File: config.mk
export PLATFORM = sky130hd
export DESIGN_NAME = vga_pattern_sequencer
export DESIGN_NICKNAME = d
export VERILOG_FILES = /design/src/rtl/vga_seq_pkg.sv /design/src/rtl/vga_pattern_gen.sv /design/src/rtl/vga_pattern_sequencer.sv
export SDC_FILE = /design/constraint.sdc
export NUM_CORES = 1
export LEC_CHECK = 0
export ABC_AREA = 1
export BUFFER_PORTS_ARGS = -buffer_cell sky130_fd_sc_hd__buf_2
export CAP_MARGIN = 20
export CORE_MARGIN = 2
export CORE_UTILIZATION = 50
export DETAILED_ROUTE_END_ITERATION = 6
export GPL_ROUTABILITY_DRIVEN = 0
export PLACE_DENSITY = 0.75
export SYNTH_ARGS = -nofsm -noshare
export SYNTH_HDL_FRONTEND = slang
export SYNTH_SLANG_ARGS = --single-unit
File: constraint.sdc
create_clock -name iCLK -period 2.56 [get_ports iCLK]
set_clock_uncertainty 0.1 [all_clocks]
set_input_delay 0.128 -clock iCLK [delete_from_list [all_inputs] [get_ports iCLK]]
set_output_delay 0.128 -clock iCLK [all_outputs]
set_load 0.05 [all_outputs]
File: src/rtl/vga_seq_pkg.sv
// Shared definitions for the VGA test-pattern sequencer.
// Holds the pattern codes, the sequencer FSM encoding, the default active
// area and the pattern-advance helper.
package vga_seq_pkg;

  localparam int unsigned DEF_H_ACTIVE = 640;
  localparam int unsigned DEF_V_ACTIVE = 480;

  localparam logic [2:0] PAT_BLACK      = 3'd0;
  localparam logic [2:0] PAT_WHITE      = 3'd1;
  localparam logic [2:0] PAT_COLOR_BARS = 3'd2;
  localparam logic [2:0] PAT_GRAY_RAMP  = 3'd3;
  localparam logic [2:0] PAT_CHECKER    = 3'd4;

  typedef enum logic [1:0] {
    StIdle      = 2'd0,
    StWaitFrame = 2'd1,
    StRun       = 2'd2
  } seq_state_e;

  // Advance to the next pattern, wrapping after the last one.
  function automatic logic [2:0] next_pattern(input logic [2:0] pat);
    return (pat >= PAT_CHECKER) ? PAT_BLACK : pat + 3'd1;
  endfunction

endpackage

File: src/rtl/vga_pattern_gen.sv
// Combinational test-pattern generator: maps (pattern index, X, Y) to RGB.
// No active-area masking or registration here; the parent does both.
// Ports:
//   pattern            - pattern index (PAT_* code)
//   x, y               - pixel coordinate
//   red, green, blue   - 10-bit colour channels
module vga_pattern_gen
  import vga_seq_pkg::*;
#(
  parameter int unsigned H_ACTIVE = DEF_H_ACTIVE
) (
  input  logic [2:0] pattern,
  input  logic [9:0] x,
  input  logic [9:0] y,
  output logic [9:0] red,
  output logic [9:0] green,
  output logic [9:0] blue
);

  localparam logic [9:0] BAR_W = 10'(H_ACTIVE / 8);

  logic [2:0] bar;

  // Only the low three bits of the quotient are meaningful inside the active area.
  assign bar = 3'(x / BAR_W);

  always_comb begin
    red   = '0;
    green = '0;
    blue  = '0;
    case (pattern)
      PAT_WHITE: begin
        red   = 10'h3FF;
        green = 10'h3FF;
        blue  = 10'h3FF;
      end
      PAT_COLOR_BARS: begin
        red   = {10{bar[2]}};
        green = {10{bar[1]}};
        blue  = {10{bar[0]}};
      end
      PAT_GRAY_RAMP: begin
        red   = x;
        green = x;
        blue  = x;
      end
      PAT_CHECKER: begin
        red   = {10{x[5] ^ y[5]}};
        green = {10{x[5] ^ y[5]}};
        blue  = {10{x[5] ^ y[5]}};
      end
      default: ;
    endcase
  end

endmodule

File: src/rtl/vga_pattern_sequencer.sv
// VGA test-pattern sequencer. Detects frame boundaries on the falling edge of
// iVS and cycles through five test patterns, either automatically every
// FRAMES_PER_PATTERN frames or on manual step requests. Pattern changes only
// take effect at a frame boundary so no frame mixes two patterns.
// Ports:
//   iCLK, rst                - pixel clock, async active-high reset
//   iEn, iAuto, iStep        - enable, auto-advance mode, manual step pulse
//   iVS                      - active-low vertical sync
//   iCoord_X, iCoord_Y       - current pixel coordinate
//   oRed, oGreen, oBlue      - registered pixel colour (1 cycle latency)
//   oPattern                 - pattern index matching the RGB on the outputs
//   oFrame_Tick              - one-cycle pulse per frame boundary
module vga_pattern_sequencer
  import vga_seq_pkg::*;
#(
  parameter int unsigned H_ACTIVE           = DEF_H_ACTIVE,
  parameter int unsigned V_ACTIVE           = DEF_V_ACTIVE,
  parameter int unsigned FRAMES_PER_PATTERN = 60
) (
  input  logic       iCLK,
  input  logic       rst,
  input  logic       iEn,
  input  logic       iAuto,
  input  logic       iStep,
  input  logic       iVS,
  input  logic [9:0] iCoord_X,
  input  logic [9:0] iCoord_Y,
  output logic [9:0] oRed,
  output logic [9:0] oGreen,
  output logic [9:0] oBlue,
  output logic [2:0] oPattern,
  output logic       oFrame_Tick
);

  localparam logic [10:0] H_LIM    = 11'(H_ACTIVE);
  localparam logic [10:0] V_LIM    = 11'(V_ACTIVE);
  localparam logic [9:0]  CNT_LAST = 10'(FRAMES_PER_PATTERN - 1);

  seq_state_e state_q, state_d;
  logic       vs_prev_q;
  logic       tick;
  logic [2:0] idx_q, idx_d;
  logic [9:0] cnt_q, cnt_d;
  logic       pend_q, pend_d;
  logic       auto_expire;
  logic       step_req;
  logic       show;
  logic [9:0] gen_r, gen_g, gen_b;
  logic [9:0] red_d, green_d, blue_d;

  assign tick = vs_prev_q & ~iVS;

  // State register
  always_ff @(posedge iCLK or posedge rst) begin
    if (rst) begin
      state_q <= StIdle;
    end else begin
      state_q <= state_d;
    end
  end

  // Next-state logic; dropping iEn wins from any state.
  always_comb begin
    state_d = state_q;
    if (!iEn) begin
      state_d = StIdle;
    end else begin
      case (state_q)
        StIdle:      state_d = StWaitFrame;
        StWaitFrame: if (tick) state_d = StRun;
        StRun:       state_d = StRun;
        default:     state_d = StIdle;
      endcase
    end
  end

  // Pattern / frame-counter / step-pending next values.
  assign auto_expire = iAuto && (cnt_q == CNT_LAST);
  // A step arriving in the tick cycle itself counts for that tick.
  assign step_req    = pend_q | iStep;

  always_comb begin
    idx_d  = idx_q;
    cnt_d  = cnt_q;
    pend_d = pend_q;
    if (!iEn || state_q == StIdle) begin
      idx_d  = PAT_BLACK;
      cnt_d  = '0;
      pend_d = 1'b0;
    end else begin
      if (!iAuto) cnt_d = '0;
      if (iStep) pend_d = 1'b1;
      // The WAIT_FRAME->RUN tick never advances; only ticks seen in RUN do.
      if (state_q == StRun && tick) begin
        if (iAuto) cnt_d = auto_expire ? '0 : cnt_q + 10'd1;
        if (auto_expire || step_req) begin
          idx_d  = next_pattern(idx_q);
          pend_d = 1'b0;
        end
      end
    end
  end

  always_ff @(posedge iCLK or posedge rst) begin
    if (rst) begin
      vs_prev_q <= 1'b1;
      idx_q     <= PAT_BLACK;
      cnt_q     <= '0;
      pend_q    <= 1'b0;
    end else begin
      vs_prev_q <= iVS;
      idx_q     <= idx_d;
      cnt_q     <= cnt_d;
      pend_q    <= pend_d;
    end
  end

  vga_pattern_gen #(
    .H_ACTIVE(H_ACTIVE)
  ) u_gen (
    .pattern(idx_q),
    .x      (iCoord_X),
    .y      (iCoord_Y),
    .red    (gen_r),
    .green  (gen_g),
    .blue   (gen_b)
  );

  // Output logic: blank unless running, enabled and inside the active area.
  always_comb begin
    show    = (state_q == StRun) && iEn &&
              ({1'b0, iCoord_X} < H_LIM) && ({1'b0, iCoord_Y} < V_LIM);
    red_d   = show ? gen_r : '0;
    green_d = show ? gen_g : '0;
    blue_d  = show ? gen_b : '0;
  end

  // oPattern is registered alongside RGB so the two always describe the same pixel.
  always_ff @(posedge iCLK or posedge rst) begin
    if (rst) begin
      oRed        <= '0;
      oGreen      <= '0;
      oBlue       <= '0;
      oPattern    <= PAT_BLACK;
      oFrame_Tick <= 1'b0;
    end else begin
      oRed        <= red_d;
      oGreen      <= green_d;
      oBlue       <= blue_d;
      oPattern    <= idx_q;
      oFrame_Tick <= tick;
    end
  end

endmodule

# After elaboration in Yosys (flattened, before gate mapping)
# Cells that the tools add are included.
[classes]
addsub = 2
multipliers = 0
n_div = 1
n_lt_le_gt_ge = 3
eq_ne = 8
shift = 0
n_mux = 22
n_bitwise = 4
reduce_logical = 12
[op_table]
columns = ["operator", "count"]
rows = [
  ["case mux 10 bit (4 select lines)", 3],
  ["2-to-1 mux 10 bit", 8],
  ["2-to-1 mux 3 bit", 4],
  ["adder 10 x 1 -> 10 bit (second input constant)", 1],
  ["divider 10 x 7 -> 10 bit (second input constant)", 1],
  ["equality test 10 x 6 -> 1 bit (second input constant)", 1],
  ["less-than comparator 10 bit (second input constant)", 1],
  ["less-than comparator 10 x 9 -> 1 bit (second input constant)", 1],
  ["equality test 3 x 2 -> 1 bit (second input constant)", 2],
  ["case mux 2 bit (3 select lines)", 1],
  ["logical AND 1 bit", 5],
  ["2-to-1 mux 1 bit", 4],
  ["2-to-1 mux 2 bit", 2],
  ["nonzero test 2 bit", 2],
  ["adder 3 x 1 -> 3 bit (second input constant)", 1],
  ["equality test 3 x 1 -> 1 bit (second input constant)", 1],
  ["equality test 3 bit (second input constant)", 1],
  [">= comparator 3 bit (second input constant)", 1],
  ["!= test 3 bit (second input constant)", 1],
  ["equality test 2 x 1 -> 1 bit (second input constant)", 1],
  ["equality test 2 bit (second input constant)", 1],
  ["zero test 2 bit", 1],
  ["logical OR 1 bit", 2],
  ["AND reduction 2 bit", 1],
  ["5 further kinds", 5],
]
[totals]
ff_bits = 51
latch_bits = 0
ram_bits = 0
romBits = 0
in_bits = 26
out_inout_bits = 34
mem_count = 0

# Logic depth before layout (Yosys ltp)
[depth]
word_depth = 6
mapped_depth = 16
mapped_depth_nobuf = 16

# Cells and area by module
# From an unflattened synthesis, not the netlist that was laid out.
[unflattened]
cells_unflattened = 332
area_unflattened_um2 = 2662.6
[modules_own_cells]
columns = ["module", "instances", "cells_each", "area_each_um2", "seq_area_each_um2"]
rows = [
  ["vga_pattern_sequencer", 1, 242, 2195.9, 1277.5],
  ["vga_pattern_gen", 1, 90, 466.7, 0.0],
]

# Least setup slack after synthesis
# OpenSTA, ideal clock, no wires.
[synth_path]
kind = "reg-to-reg"
from = "reg idx_q[0]"
to = "reg oRed[7]"
setup_ns = 0.142
arrival_ns = 1.508
t_required_ns = 2.318
setup_slack_ns = 0.810
path_stages_with_launch = 7
path_buffers = 1
cell_sequence = "dfrtp_1 > inv_1 > ha_1 > o21a_4 > o31ai_1 > clkbuf_1 > a21oi_1"
[synth_via]
elab_chain_cells = 3
elab_cells_between_ends = 6
cone_classes = "eq/ne: 4; mux: 2"
[synth_lines]
columns = ["element", "line_no", "text"]
rows = [
  ["from (decl)", "vga_pattern_sequencer.sv:42", "logic [2:0] idx_q, idx_d;"],
  ["from (signal assigned)", "vga_pattern_sequencer.sv:112", "idx_q <= idx_d;"],
  ["equality test 3 bit (tied with other cells)", "vga_pattern_gen.sv:31", "case (pattern)"],
  ["case mux 10 bit (4 select lines) (*)", "vga_pattern_gen.sv:31", ""],
  ["2-to-1 mux 10 bit (*)", "vga_pattern_sequencer.sv:133", "red_d = show ? gen_r : '0;"],
  ["named net red_d[7]", "vga_pattern_sequencer.sv:49", "logic [9:0] red_d, green_d, blue_d;"],
  ["to (signal assigned)", "vga_pattern_sequencer.sv:147", "oRed <= red_d;"],
  ["to (decl)", "vga_pattern_sequencer.sv:28", "output logic [9:0] oRed,"],
]
# The timed path passes the listed nets; every way through them passes the cells marked *.
# A chain may end at the register's enable or synchronous reset.

# Worst setup path in the final report
[layout_path]
from = "reg idx_q[0]"
to = "reg oRed[6]"
# Same word-level chain as after synthesis.

==> flow_summary.json <==
{
  "syn2layout_area_growth_pct": 21.89,
  "synthXorXnorAreaFrac_pct": 0.7110,
  "drc": 0,
  "initial_utilization_pct": 52.16,
  "ioPinCount": 60,
  "grt_antenna_before_repair": 0,
  "numCtsBuffers": 5,
  "wirelength_um": 4887,
  "via_count": 1961,
  "synth_top_family_by_area": "compound AO/OA/AOI/OAI gates",
  "dieArea_um2": 5505,
  "dp_hpwl_um": 3495,
  "fin_crit_sh_pct": 77.18,
  "period_minus_slack_ns": 1.976,
  "worst_pin_slew_ns": 0.6417,
  "synth_seq_cells": 51,
  "track_usage_pct": 19.51,
  "start_kind": "register",
  "seq_area_frac_synth_pct": 51.85,
  "power_leakage_nw": 1.518,
  "htreeDepth": 2,
  "grt_pass1_vias": 1785,
  "cts_resized": 0,
  "powerDensity_nw_per_um2": 640.9,
  "synthAdderAreaFrac_pct": 5.079,
  "grt_overflow": 0,
  "final_util_pct": 63.58,
  "arrival_ns": 2.05,
  "drt_iter0_markers": 125,
  "clk_pin_slew_ns": 0.10,
  "reg2reg_slack_ns": 0.58,
  "crit_type": "register to register",
  "clock_latency_ns": 0.31,
  "synth_area_um2": 2464,
  "cts.sinks": 51,
  "status": "complete, no violations",
  "holdCritPathClass": "primary input to register",
  "die_h_um": 74.20,
  "core_um2": 4723,
  "slew_viol_final": 0,
  "cts_tree": "built",
  "setup_tns_ns": 0,
  "syn_inst": 258,
  "dr.pass1.iters": 4,
  "num_rows": 25,
  "synthDistinctLibCells": 36,
  "irDropWorstVdd_uv": 385.1,
  "final_cell_mix": "54 x buf_2, 51 x a21oi_1, 50 x dfrtp_1",
  "cts_buffer_depth": 2,
  "hold_violations": 0,
  "postCtsSetupBuffers": 0,
  "clock.fmax_mhz": 506.1,
  "synthArstFlopShare_pct": 100.0,
  "synth_mux_area_share_pct": 0,
  "wl_per_cell_um": 12.47,
  "cp_slowest_stage_delay_ns": 0.43,
  "final_nets": 360,
  "ys.flop_type": "dfrtp_1",
  "synth-simple-area-share_pct": 17.67,
  "die_x_um": 74.20,
  "path_max_fanout": 30,
  "port-buffer-count": 54,
  "crit_path_frequent_cell": "ha_1",
  "cp_cell_sequence": "ha_1, ha_1, o31ai_4, buf_4, a21oi_1",
  "dp.cells": 379,
  "num_antenna_cells": 0,
  "stdcell_count": 392,
  "layout-drive-gt1-share_pct": 32.62,
  "setup_viol": 0,
  "grt_max_degree": 52,
  "postRouteAntennaNets": 0,
  "maxCapViolCount": 0,
  "required_ns": 2.63,
  "yosys_warnings": 0,
  "synth_edf_count": 0,
  "synth_fp_nets": 294,
  "layout_commonest_cell": "buf_2",
  "endpoint_kind": "register",
  "syn_avg_cell_area_um2": 9.549,
  "n_fill_cell": 407,
  "root_buffer": "clkbuf_8",
  "rsz0062_at_grt": "no",
  "slew_headroom_pct": 57.03,
  "viasPerCell": 5.003,
  "synth_compound_area_share_pct": 19.25,
  "grt_pass1_wl_um": 8183,
  "crit_slowest_cell": "dfrtp_1"
}
layout make-up:
type / instances / area, µm² / area share [%]
clock buffer: 5 / 68.82 / 2.292
inverter: 28 / 105.1 / 3.500
sequential: 51 / 1277 / 42.54
clock inverter: 3 / 26.28 / 0.8750
tap: 67 / 83.83 / 2.792
multi-input combinational: 173 / 1066 / 35.50
timing repair buffer: 65 / 375.4 / 12.50
stage by stage:
step	instance area, µm²	hold WS, ns	power [mW]	worst slack (ns)
3_3_place_gp	2848	0.1440	1.435	0.6370
4_1_cts	2983	0.05558	1.940	0.5672
3_5_place_dp	2848	0.1454	1.452	0.5906
2_1_floorplan	2464	0.03248	1.306	0.8101
6_report	3003	0.06440	1.924	0.5841
5_1_grt	3003	0.09213	2.041	0.2880
synth_stat cells, types with 2 or more instances:
cell type | instances | area (µm²)
a21oi_1 | 51 | 255.2
dfrtp_1 | 50 | 1251
inv_1 | 25 | 93.84
nand2_1 | 25 | 93.84
nor2_1 | 22 | 82.58
nand3_1 | 11 | 55.05
a21oi_2 | 10 | 87.58
ha_1 | 10 | 125.1
o21ai_0 | 8 | 40.04
nand2_2 | 6 | 37.54
nand4_1 | 4 | 25.02
clkbuf_1 | 3 | 11.26
inv_2 | 3 | 11.26
nand2_4 | 3 | 33.78
or2_2 | 3 | 18.77
buf_2 | 2 | 10.01
nand3_2 | 2 | 20.02
nand3b_1 | 2 | 15.01
logic make-up after synthesis:
logic type	Yosys count
XOR/XNOR	2
flip-flops	51
buffers and inverters	34
AO/OA/AOI/OAI	78
adder cells (fa/ha/maj)	10
AND/OR/NAND/NOR	83
sequential cells by signal, indices dropped and copies added (netlist names):
name / flops
cnt_q: 10
oBlue: 10
oGreen: 10
oRed: 10
idx_q: 3
oPattern: 3
state_q: 2
oFrame_Tick: 1
pend_q: 1
vs_prev_q: 1
path summary, 6_finish.rpt:
check / end / start / depth (start not counted)
max: oRed[6] / idx_q[0] / 5
min: oRed[3] / iCoord_X[3] / 3
max reg2reg: oRed[6] / idx_q[0] / 5
min reg2reg: oPattern[1] / idx_q[1] / 0
max in group asynchronous: vs_prev_q / rst / 4
min in group asynchronous: oRed[1] / rst / 3
worst max-delay path, delay by kind of cell, from the launching register on:
kind	cells	cell delay, ns
compound gates	2	0.37
buf+inv	1	0.36
flops	1	0.43
fa+ha+maj	2	0.57
report_power, final:
part / leakage, nW / switching, mW / internal, mW / total (mW)
clock: 0.0491 / 0.281 / 0.201 / 0.482
sequential: 0.704 / 0.0313 / 0.851 / 0.882
combinational: 0.765 / 0.379 / 0.180 / 0.559
total: 1.52 / 0.691 / 1.23 / 1.92
what timing repair did:
item | CTS | global route
endpoints found under the hold margin | 44 | 0
endpoints found under the setup margin | 0 | 0
hold buffers | 4 | 0
layer usage:
metal / GRT usage, % / part of all wire (%) / vias up
met5: 0 / 0 / -
met4: 7.475 / 0.88 / 0
met3: 3.930 / 5.2 / 4
met2: 33.73 / 49 / 57
met1: 24.10 / 45 / 903
li1: - / - / 997
Note: power is estimated with default switching activity, not from simulation.
